`src/rtl/rgb_pkg.sv`:
```
// Shared types and helpers for the RGB PWM path: hue sector encoding, channel
// count and duty-word width.
package rgb_pkg;

  localparam int unsigned NUM_CH = 3;

  typedef enum logic [2:0] {
    PH_RG_UP = 3'd0,
    PH_R_DN  = 3'd1,
    PH_B_UP  = 3'd2,
    PH_G_DN  = 3'd3,
    PH_R_UP  = 3'd4,
    PH_B_DN  = 3'd5
  } phase_t;

  function automatic int unsigned dw(input int unsigned pwm_interval);
    return $clog2(pwm_interval + 1);
  endfunction

endpackage

```
`src/rtl/tick_prescaler.sv`:
```
// Divides enabled clk cycles by DIV and emits a combinational tick on the last
// count; the count holds whenever en is low.
module tick_prescaler #(
  parameter int unsigned DIV = 20000
) (
  input  logic clk,
  input  logic rst,
  input  logic en,
  output logic tick
);

  localparam int unsigned PW = (DIV > 1) ? $clog2(DIV) : 1;

  if (DIV < 1) begin : g_chk_div
    $error("tick_prescaler: DIV must be at least 1");
  end

  logic [PW-1:0] r_pc;

  assign tick = en && (r_pc == PW'(DIV - 1));

  always_ff @(posedge clk) begin
    if (rst) begin
      r_pc <= '0;
    end else if (tick) begin
      r_pc <= '0;
    end else if (en) begin
      r_pc <= r_pc + PW'(1);
    end
  end

endmodule

```
`src/rtl/hue_wheel_sequencer.sv`:
```
// Steps around the six-sector HSV hue wheel and registers red/green/blue duty
// words for the downstream PWM generator.
module hue_wheel_sequencer
  import rgb_pkg::*;
#(
  parameter int unsigned PWM_INTERVAL    = 1800,
  parameter int unsigned MAX_PHASES      = 6,
  parameter int unsigned STEPS_PER_PHASE = 100,
  parameter int unsigned UPDATE_DIV      = 20000,
  localparam int unsigned DW             = dw(PWM_INTERVAL)
) (
  input  logic          clk,
  input  logic          rst,
  input  logic          en,
  output logic [DW-1:0] duty_r,
  output logic [DW-1:0] duty_g,
  output logic [DW-1:0] duty_b,
  output logic [2:0]    phase,
  output logic          update,
  output logic          wrap
);

  localparam int unsigned DUTY_STEP = PWM_INTERVAL / STEPS_PER_PHASE;
  localparam int unsigned SW        = (STEPS_PER_PHASE > 1) ? $clog2(STEPS_PER_PHASE) : 1;
  localparam logic [SW-1:0] LAST_STEP = SW'(STEPS_PER_PHASE - 1);
  localparam logic [DW-1:0] FULL      = DW'(PWM_INTERVAL);
  localparam logic [DW-1:0] ZERO      = '0;

  if (MAX_PHASES != 6) begin : g_chk_phases
    $error("hue_wheel_sequencer: MAX_PHASES must be 6");
  end
  if (PWM_INTERVAL % STEPS_PER_PHASE != 0) begin : g_chk_steps
    $error("hue_wheel_sequencer: PWM_INTERVAL must be a multiple of STEPS_PER_PHASE");
  end

  logic w_tick;

  tick_prescaler #(
    .DIV (UPDATE_DIV)
  ) u_prescaler (
    .clk  (clk),
    .rst  (rst),
    .en   (en),
    .tick (w_tick)
  );

  logic [SW-1:0] r_step;
  phase_t        r_phase;
  logic          r_stepped;
  logic          r_wrapped;

  // r_stepped/r_wrapped delay the tick so the pulses line up with the output stage.
  always_ff @(posedge clk) begin
    if (rst) begin
      r_step    <= '0;
      r_phase   <= PH_RG_UP;
      r_stepped <= 1'b0;
      r_wrapped <= 1'b0;
    end else begin
      r_stepped <= w_tick;
      r_wrapped <= w_tick && (r_step == LAST_STEP) && (r_phase == PH_B_DN);
      if (w_tick) begin
        if (r_step == LAST_STEP) begin
          r_step  <= '0;
          r_phase <= (r_phase == PH_B_DN) ? PH_RG_UP : phase_t'(r_phase + 3'd1);
        end else begin
          r_step <= r_step + SW'(1);
        end
      end
    end
  end

  logic [DW-1:0]             w_up;
  logic [DW-1:0]             w_dn;
  logic [NUM_CH-1:0][DW-1:0] w_map;  // [2]=red, [1]=green, [0]=blue

  assign w_up = DW'(r_step) * DW'(DUTY_STEP);
  assign w_dn = FULL - w_up;

  always_comb begin
    w_map = {FULL, ZERO, ZERO};
    unique case (r_phase)
      PH_RG_UP: w_map = {FULL, w_up, ZERO};
      PH_R_DN:  w_map = {w_dn, FULL, ZERO};
      PH_B_UP:  w_map = {ZERO, FULL, w_up};
      PH_G_DN:  w_map = {ZERO, w_dn, FULL};
      PH_R_UP:  w_map = {w_up, ZERO, FULL};
      PH_B_DN:  w_map = {FULL, ZERO, w_dn};
      default:  w_map = {FULL, ZERO, ZERO};
    endcase
  end

  logic [NUM_CH-1:0][DW-1:0] r_duty;
  phase_t                    r_phase_out;
  logic                      r_update;
  logic                      r_wrap;

  always_ff @(posedge clk) begin
    if (rst) begin
      r_duty      <= {FULL, ZERO, ZERO};
      r_phase_out <= PH_RG_UP;
      r_update    <= 1'b0;
      r_wrap      <= 1'b0;
    end else begin
      r_duty      <= w_map;
      r_phase_out <= r_phase;
      r_update    <= r_stepped;
      r_wrap      <= r_wrapped;
    end
  end

  assign duty_r = r_duty[2];
  assign duty_g = r_duty[1];
  assign duty_b = r_duty[0];
  assign phase  = r_phase_out;
  assign update = r_update;
  assign wrap   = r_wrap;

endmodule

```
`config.mk`:
```
export PLATFORM = sky130hd
export DESIGN_NAME = hue_wheel_sequencer
export DESIGN_NICKNAME = d
export VERILOG_FILES = /design/src/rtl/rgb_pkg.sv /design/src/rtl/tick_prescaler.sv /design/src/rtl/hue_wheel_sequencer.sv
export SDC_FILE = /design/constraint.sdc
export NUM_CORES = 1
export LEC_CHECK = 0
export ABC_CLOCK_PERIOD_IN_PS = 4100
export CAP_MARGIN = 40
export CORE_ASPECT_RATIO = 1.4
export CORE_MARGIN = 10
export CORE_UTILIZATION = 45
export CTS_BUF_LIST = sky130_fd_sc_hd__clkbuf_8
export CTS_CLUSTER_DIAMETER = 50
export DETAILED_ROUTE_END_ITERATION = 16
export PLACE_DENSITY_LB_ADDON = 0.2
export SLEW_MARGIN = 20
export SYNTH_ARGS = -nofsm -noshare
export SYNTH_HDL_FRONTEND = slang
export SYNTH_SLANG_ARGS = --single-unit
```
`constraint.sdc`:
```
create_clock -name clk -period 4.1 [get_ports clk]
set_clock_uncertainty 0.05 [all_clocks]
set_input_delay 0.41 -clock clk [delete_from_list [all_inputs] [get_ports clk]]
set_output_delay 0.41 -clock clk [all_outputs]
set_load 0.02 [all_outputs]
```
==> flow_summary.rst, run 1 <==
.. list-table::
   :header-rows: 1

   * - Metric
     - Value
   * - RR Startpoint
     - r_step[1]
   * - Worst Setup End Kind
     - flip-flop
   * - Critical path fanouts, max
     - 9
   * - Share of synthesized flip-flops with an asynchronous set or reset
     - 0%
   * - Final Hold Viols
     - 0
   * - Share of the core filled with cells in the final layout
     - 56.48%
   * - Antenna Diode Count
     - 0
   * - Achievable Freq
     - 355.3 MHz
   * - Max-Cap Viols
     - 0
   * - Slew Limit Headroom
     - 44.50%
   * - Critical path launch point type
     - flip-flop
   * - Kind of cell adding the most delay to the critical path
     - adder cells
   * - R2R cell count
     - 10
   * - Number of antenna violations at the first check in global routing
     - 0
   * - Maximum resistive drop on vdd
     - 0.2051 mV
   * - Netlist Area Pre-Place
     - 0.002955 mm²
   * - Maximum level of the CTS H-tree
     - 3
   * - CTS tree
     - yes
   * - Initial core utilization
     - 46.94%
   * - Total core area
     - 0.006296 mm²
   * - Fraction of power consumed by the clock network
     - 47.2%
   * - Pin count of the biggest net entering global routing
     - 22
   * - Overall routed net length
     - 6.700 mm
   * - Proportion of power drawn by flip-flops and latches
     - 51.0%
   * - Clock Path Buffers
     - 2
   * - Overall via count from detail_route
     - 2466
   * - Post_cts resized
     - 0
   * - Global route overflow
     - 0
   * - TNS Setup
     - 0 ps
   * - TritonCTS sink count
     - 62
   * - All-Layer GR Usage
     - 13.43%
   * - Switching fraction of total power
     - 20.30%
   * - Top cell type's share of synthesized area
     - 42.00%
   * - Final Wtd Congestion
     - 0.9022
   * - Data arrival time of the worst path
     - 2990 ps
   * - Worst-Skew Late Latency
     - 330 ps
   * - Average cell area after synthesis
     - 8.902 µm²
   * - DP Wirelength
     - 5.057 mm
   * - Critical path buffer and inverter count
     - 1
   * - Library cell contributing the largest single delay on the critical path
     - dfxtp_1
   * - Setup slack, reg-to-reg
     - 1290 ps
   * - Area growth from synthesis to layout
     - 20.32%
   * - Pins Over Slew Limit
     - 0
   * - Worst setup margin
     - 1286 ps
   * - Main area contributors after synthesis
     - dfxtp_1, nor2_1, ha_1, xnor2_1, xor2_1
   * - Vias in the first global route
     - 2317
   * - Number of remaining DRC errors
     - 0
   * - Crit Path Category
     - reg2reg
   * - Register clock-pin slew on the reported worst setup and hold paths
     - 70 ps
   * - DIE HEIGHT
     - 115.9 µm
   * - Largest incremental delay on the critical path
     - 400 ps
   * - Pre-antenna DRT Iters
     - 4
   * - Hold Path End
     - update
   * - PnR Total Power
     - 1.190 mW
   * - Hold bufs inserted after CTS
     - 0
   * - Floorplan die width
     - 88.49 µm
   * - Ys flop type
     - dfxtp_1
   * - Initial detailed-routing violation count
     - 247
   * - Finished Layout Cells
     - 443
   * - DIE AREA
     - 0.01025 mm²
   * - List of cells traversed by the critical path
     - ha_1, ha_1, inv_1, fa_1, xnor2_1, and4bb_1, nor3_2, xor2_1, o21ai_1, nor2b_1
   * - CTS Root Cell
     - clkbuf_8
   * - Hold slack
     - 390.9 ps
   * - Cell-internal power
     - 0.9487 mW
   * - Clock period minus final worst setup slack
     - 2814 ps
   * - Leakage power of the design
     - 1.277 nW
   * - Number of buffers inserted to repair setup after CTS
     - 0
   * - Placed insts
     - 426
   * - Number of fill cells
     - 615
   * - Post-DR vias/cell
     - 5.567
   * - Post-synth EDFFs
     - 0
   * - Most frequent standard cell in the layout excluding fill and tap cells
     - dfxtp_1
   * - RSZ-0062 raised after global routing
     - false
   * - Share of post-route cells with drive strength above 1
     - 9.704%
   * - Critical path data required time
     - 4270 ps
   * - Cell count after synthesis
     - 332
   * - Total net switching power
     - 0.2417 mW
   * - Avg WL per Cell
     - 15.12 µm
   * - Largest area contributor in the synthesized netlist
     - dfxtp_1
   * - Net count reported at finish
     - 382
   * - Number of clock buffers inserted by TritonCTS
     - 9
   * - Status
     - completed
   * - Setup slack after placement
     - 1298 ps
   * - Seq cells post-synth
     - 62
   * - Final number of setup-violating endpoints
     - 0
   * - ANT nets after route
     - 0
   * - Share of the yosys chip area belonging to registers
     - 42.00%
   * - End of the worst register-to-register path
     - duty_b[9]
   * - Highest-count cells in the layout ignoring fill and taps
     - dfxtp_1, nor2_1, clkdlybuf4s50_1
   * - Worst hold path cell count
     - 1
   * - Library cell appearing most often on the critical path
     - ha_1
   * - Class of the most critical hold timing path
     - reg2reg
   * - Row count
     - 34
   * - Global-route wire length before repair
     - 10.86 mm
   * - Yosys synthesis warning count
     - 0
   * - Post-route fraction of the period consumed by the critical path
     - 68.64%
   * - Hold path start
     - r_stepped
   * - Number of distinct library cell variants in the gate-level netlist after synthesis
     - 61
   * - IO Port Bufs
     - 37
   * - Number of top-level pins
     - 41
   * - Areal power density over the cells
     - 334.8 mW/mm²
   * - Combinational fraction of design power
     - 1.8%
   * - Finished Cell Area
     - 0.003556 mm²
   * - Cell area after placement
     - 0.003337 mm²
   * - Worst-margin pin slew
     - 826.2 ps
## cells in the mapped netlist (3+ instances only)
cell type and instances:
xor2_1 12, nor2_2 3, buf_2 6, or3_1 3, nor2_1 51, o22ai_1 3
o21ai_0 9, a22oi_1 12, a21oi_1 18, clkbuf_1 6, buf_4 3, xnor2_1 15
nand3_1 9, nor2b_1 7, nand2_1 20, nand4_1 4, inv_1 8, nor3_2 3
nor3_1 13, ha_1 12, a31oi_1 3, o21ai_1 3, dfxtp_1 62
## cells by family (layout without fill, tap and decap cells)
| logic type | Yosys count | in the layout | synth area share, % |
|---|---|---|---|
| simple gates | 132 | 132 | 23.79 |
| compound gates | 65 | 65 | 14.31 |
| flops | 62 | 62 | 42.00 |
| xor+xnor | 29 | 29 | 9.103 |
| buf+inv | 29 | 66 | 4.572 |
| fa+ha+maj | 13 | 13 | 5.758 |
| other cells | 1 | 3 | 0.1269 |
| mux | 1 | 1 | 0.3387 |
## power by group through the flow
stage / Sequential [mW] / Combinational [mW] / Clock (mW)
after floorplan: 0.620 / 0.0176 / 0
after global placement: 0.620 / 0.0200 / 0
after detailed placement: 0.620 / 0.0216 / 0
after CTS: 0.607 / 0.0217 / 0.580
after global routing: 0.607 / 0.0240 / 0.604
final: 0.607 / 0.0217 / 0.562
## metal layers
metal  track usage, %  up-vias  share of wire, %  wire length [µm]
met5                0        -                 0                 0
met4            6.486        0               2.3               155
met3            3.020       18               5.6               373
met2            24.35       81                52              3466
met1            14.17     1146                40              2704
li1                 -     1221                 -                 -
## worst register-to-register path, cell delays in order (launching register included)
cell and delay [ps]:
dfxtp_1 400, ha_1 320, ha_1 180, inv_1 60, fa_1 390, xnor2_1 380
and4bb_1 260, nor3_2 140, xor2_1 280, o21ai_1 120, nor2b_1 130
## area by class of cell
class	count	area, µm²	area share (%)
Multi-Input combinational cell	243	1587	44.62
Sequential cell	62	1241	34.90
Timing Repair Buffer	39	382.9	10.77
Clock buffer	9	123.9	3.483
Clock inverter	7	90.09	2.533
Tap cell	72	90.09	2.533
Inverter	11	41.29	1.161
## worst max path at each step
stage | cells past startpoint | end | slack, ps | startpoint
floorplan | 10 | duty_b[9] | 1610 | r_step[1]
global placement | 4 | duty_g[9] | 1240 | rst
detailed placement | 10 | duty_r[10] | 1300 | r_step[1]
CTS | 10 | duty_r[10] | 1290 | r_step[1]
global route | 10 | duty_b[9] | 1090 | r_step[1]
finish | 10 | duty_b[9] | 1290 | r_step[1]
## state kept, by name (all words and copies together) (netlist names)
signal	flops
duty_b	10
duty_g	10
duty_r	10
phase	3
r_phase	3
r_step	7
r_stepped	1
r_wrapped	1
u_prescaler.r_pc	15
update	1
wrap	1
(Power assumes the default switching activity.)
==> run 2, diff against run 1 <==
--- a/config.mk
+++ b/config.mk
@@ -5,7 +5,7 @@
 export SDC_FILE = /design/constraint.sdc
 export NUM_CORES = 1
 export LEC_CHECK = 0
-export ABC_CLOCK_PERIOD_IN_PS = 4100
+export ABC_CLOCK_PERIOD_IN_PS = 2600
 export CAP_MARGIN = 40
 export CORE_ASPECT_RATIO = 1.4
 export CORE_MARGIN = 10
==> constraint.sdc (replaced) <==
create_clock -name clk -period 2.6 [get_ports clk]
set_clock_uncertainty 0.05 [all_clocks]
set_input_delay 0.26 -clock clk [delete_from_list [all_inputs] [get_ports clk]]
set_output_delay 0.26 -clock clk [all_outputs]
set_load 0.02 [all_outputs]
==> run 2 against run 1 <==
Compared with the run above: maximum frequency is 15% higher; largest power group is now the clock network; wire length grew 2.6%; count of clock-buffer cells in the layout rose by 3; global-route usage is 0.34 points higher; non-clock buffer count grew 17; critical path depth did not move; combinational power up 64%; via count is 2.1% higher; final cell count up 3.8%; clock power is 71% higher; die area is the same; worst setup slack got worse by 1100 ps.
==> flow_summary.rst, run 2 (same netlist as run 1, synthesis figures left out) <==
.. list-table::
   :header-rows: 1

   * - Metric
     - Value
   * - Status
     - completed (unchanged)
   * - Global route overflow
     - 0 (unchanged)
   * - Floorplan die width
     - 88.49 µm (unchanged)
   * - Maximum resistive drop on vdd
     - 0.3390 mV (was 0.2051 mV)
   * - Antenna Diode Count
     - 0 (unchanged)
   * - Register clock-pin slew on the reported worst setup and hold paths
     - 60 ps (was 70 ps)
   * - CTS Root Cell
     - clkbuf_8 (unchanged)
   * - Area growth from synthesis to layout
     - 26.21% (was 20.32%)
   * - DP Wirelength
     - 5.313 mm (was 5.057 mm)
   * - Maximum level of the CTS H-tree
     - 3 (unchanged)
   * - Share of post-route cells with drive strength above 1
     - 14.95% (was 9.704%)
   * - Largest register by flop count
     - u_prescaler.r_pc (unchanged)
   * - Number of top-level pins
     - 41 (unchanged)
   * - Pre-antenna DRT Iters
     - 5 (was 4)
   * - Highest routed layer
     - met4 (unchanged)
   * - Slew Limit Headroom
     - 54.22% (was 44.50%)
   * - Area occupied by multi-input gates
     - 0.001610 mm² (was 0.001587 mm²)
   * - DIE HEIGHT
     - 115.9 µm (unchanged)
   * - Worst Setup End Kind
     - flip-flop (unchanged)
   * - Critical path launch point type
     - flip-flop (unchanged)
   * - Met1 WL
     - 2.714 mm (was 2.704 mm)
   * - Number of antenna violations at the first check in global routing
     - 0 (unchanged)
   * - Number of remaining DRC errors
     - 0 (unchanged)
   * - Worst-Skew Late Latency
     - 340 ps (was 330 ps)
   * - Class of the most critical hold timing path
     - reg2reg (unchanged)
   * - Clock period minus final worst setup slack
     - 2438 ps (was 2814 ps)
   * - Flip-flop count of the largest register, all copies and words added
     - 15 (unchanged)
   * - Total core area
     - 0.006296 mm² (unchanged)
   * - CTS tree
     - yes (unchanged)
   * - TritonCTS sink count
     - 62 (unchanged)
   * - Final Wtd Congestion
     - 0.9148 (was 0.9022)
   * - RR Startpoint
     - r_step[1] (unchanged)
   * - Share of the core filled with cells in the final layout
     - 59.24% (was 56.48%)
   * - Initial detailed-routing violation count
     - 244 (was 247)
   * - Data arrival time of the worst path
     - 2650 ps (was 2990 ps)
   * - Initial core utilization
     - 46.94% (unchanged)
   * - Post-route fraction of the period consumed by the critical path
     - 93.77% (was 68.64%)
   * - All-Layer GR Usage
     - 13.77% (was 13.43%)
   * - RSZ-0062 raised after global routing
     - true (was false)
   * - Pin count of the biggest net entering global routing
     - 21 (was 22)
   * - Number of fill cells
     - 569 (was 615)
   * - DIE AREA
     - 0.01025 mm² (unchanged)
   * - Achievable Freq
     - 410.1 MHz (was 355.3 MHz)
   * - Max-Cap Viols
     - 0 (unchanged)
   * - Net count reported at finish
     - 399 (was 382)
   * - Vias in the first global route
     - 2478 (was 2317)
   * - Final number of setup-violating endpoints
     - 0 (unchanged)
   * - ANT nets after route
     - 0 (unchanged)
   * - Hold path start
     - r_stepped (unchanged)
   * - Leakage power of the design
     - 1.391 nW (was 1.277 nW)
   * - Sum of met3 wire segment lengths after detailed routing
     - 372 µm (was 373 µm)
   * - Finished Layout Cells
     - 460 (was 443)
   * - Overall routed net length
     - 6.872 mm (was 6.700 mm)
   * - Hold bufs inserted after CTS
     - 0 (unchanged)
   * - Highest-count cells in the layout ignoring fill and taps
     - dfxtp_1, nor2_1, clkdlybuf4s50_1 (unchanged)
   * - Global-route wire length before repair
     - 11.18 mm (was 10.86 mm)
   * - Post-DR vias/cell
     - 5.476 (was 5.567)
   * - Overall via count from detail_route
     - 2519 (was 2466)
   * - Setup crit start
     - r_step[1] (unchanged)
   * - Placed insts
     - 444 (was 426)
   * - Crit Path Category
     - reg2reg (unchanged)
   * - Worst-margin pin slew
     - 684.2 ps (was 826.2 ps)
   * - Row count
     - 34 (unchanged)
   * - Pins Over Slew Limit
     - 0 (unchanged)
   * - IO Port Bufs
     - 37 (unchanged)
   * - Avg WL per Cell
     - 14.94 µm (was 15.12 µm)
   * - Met2 wire len
     - 3.569 mm (was 3.466 mm)
   * - Clock Path Buffers
     - 2 (unchanged)
   * - Most frequent standard cell in the layout excluding fill and tap cells
     - dfxtp_1 (unchanged)
   * - Final Hold Viols
     - 0 (unchanged)
   * - Critical path fanouts, max
     - 3 (was 9)
   * - Areal power density over the cells
     - 523.5 mW/mm² (was 334.8 mW/mm²)
   * - Critical path data required time
     - 2820 ps (was 4270 ps)
   * - Number of clock buffers inserted by TritonCTS
     - 9 (unchanged)
   * - Sequential Area
     - 0.001241 mm² (unchanged)
## run 2: where the power goes
part / total [mW] / internal, mW / switching (mW)
Clock: 0.960 / 0.613 / 0.347
Sequential: 0.957 / 0.953 / 0.00345
Combinational: 0.0356 / 0.0104 / 0.0252
## run 2: worst paths after layout
check | endpoint | slack [ps] | cells after the start
max reg2reg | duty_b[10] | 160 | 10
max | duty_b[10] | 160 | 10
min reg2reg | update | 390 | 1
min | update | 390 | 1
## run 2: cell type report
class                      instances  share of cell area (%)
timing repair buffer              56                   13.75
clock inverter                     4                   1.845
tap                               72                   2.415
inverter                          11                   1.107
sequential                        62                   33.28
clock buffer                      12                   4.428
multi-input combinational        243                   43.17
## run 2: routing by layer
layer | vias up | track usage [%]
met5 | - | 0
met4 | 0 | 8.757
met3 | 21 | 2.598
met2 | 87 | 24.74
met1 | 1152 | 14.20
li1 | 1259 | -
## run 2: metrics by stage
| step | instance area (µm²) | setup TNS, ps | hold WS [ps] | worst slack [ps] | total power, mW |
|---|---|---|---|---|---|
| after floorplan | 2963 | 0 | 346.8 | 108.5 | 1.005 |
| after global placement | 3472 | 0 | 382.8 | 162.0 | 1.013 |
| after detailed placement | 3472 | 0 | 387.6 | 90.87 | 1.014 |
| after CTS | 3706 | 0 | 402.9 | 87.48 | 1.966 |
| after global routing | 3730 | -19.93 | 410.3 | -14.43 | 2.002 |
| final | 3730 | 0 | 394.6 | 161.9 | 1.953 |
## run 2: repair_timing
action,4_1_cts,5_1_grt
endpoints found under the setup margin,0,6
setup buffers,0,0
gates resized for setup,0,5
## run 2: worst max-delay path: stages (launching register included)
cell and delay (ps):
dfxtp_1 310, ha_1 280, ha_2 190, inv_1 50, fa_2 340, nand2b_1 160
a21oi_2 180, xor2_2 210, nand3_2 150, o2111a_1 290, nor3_2 140
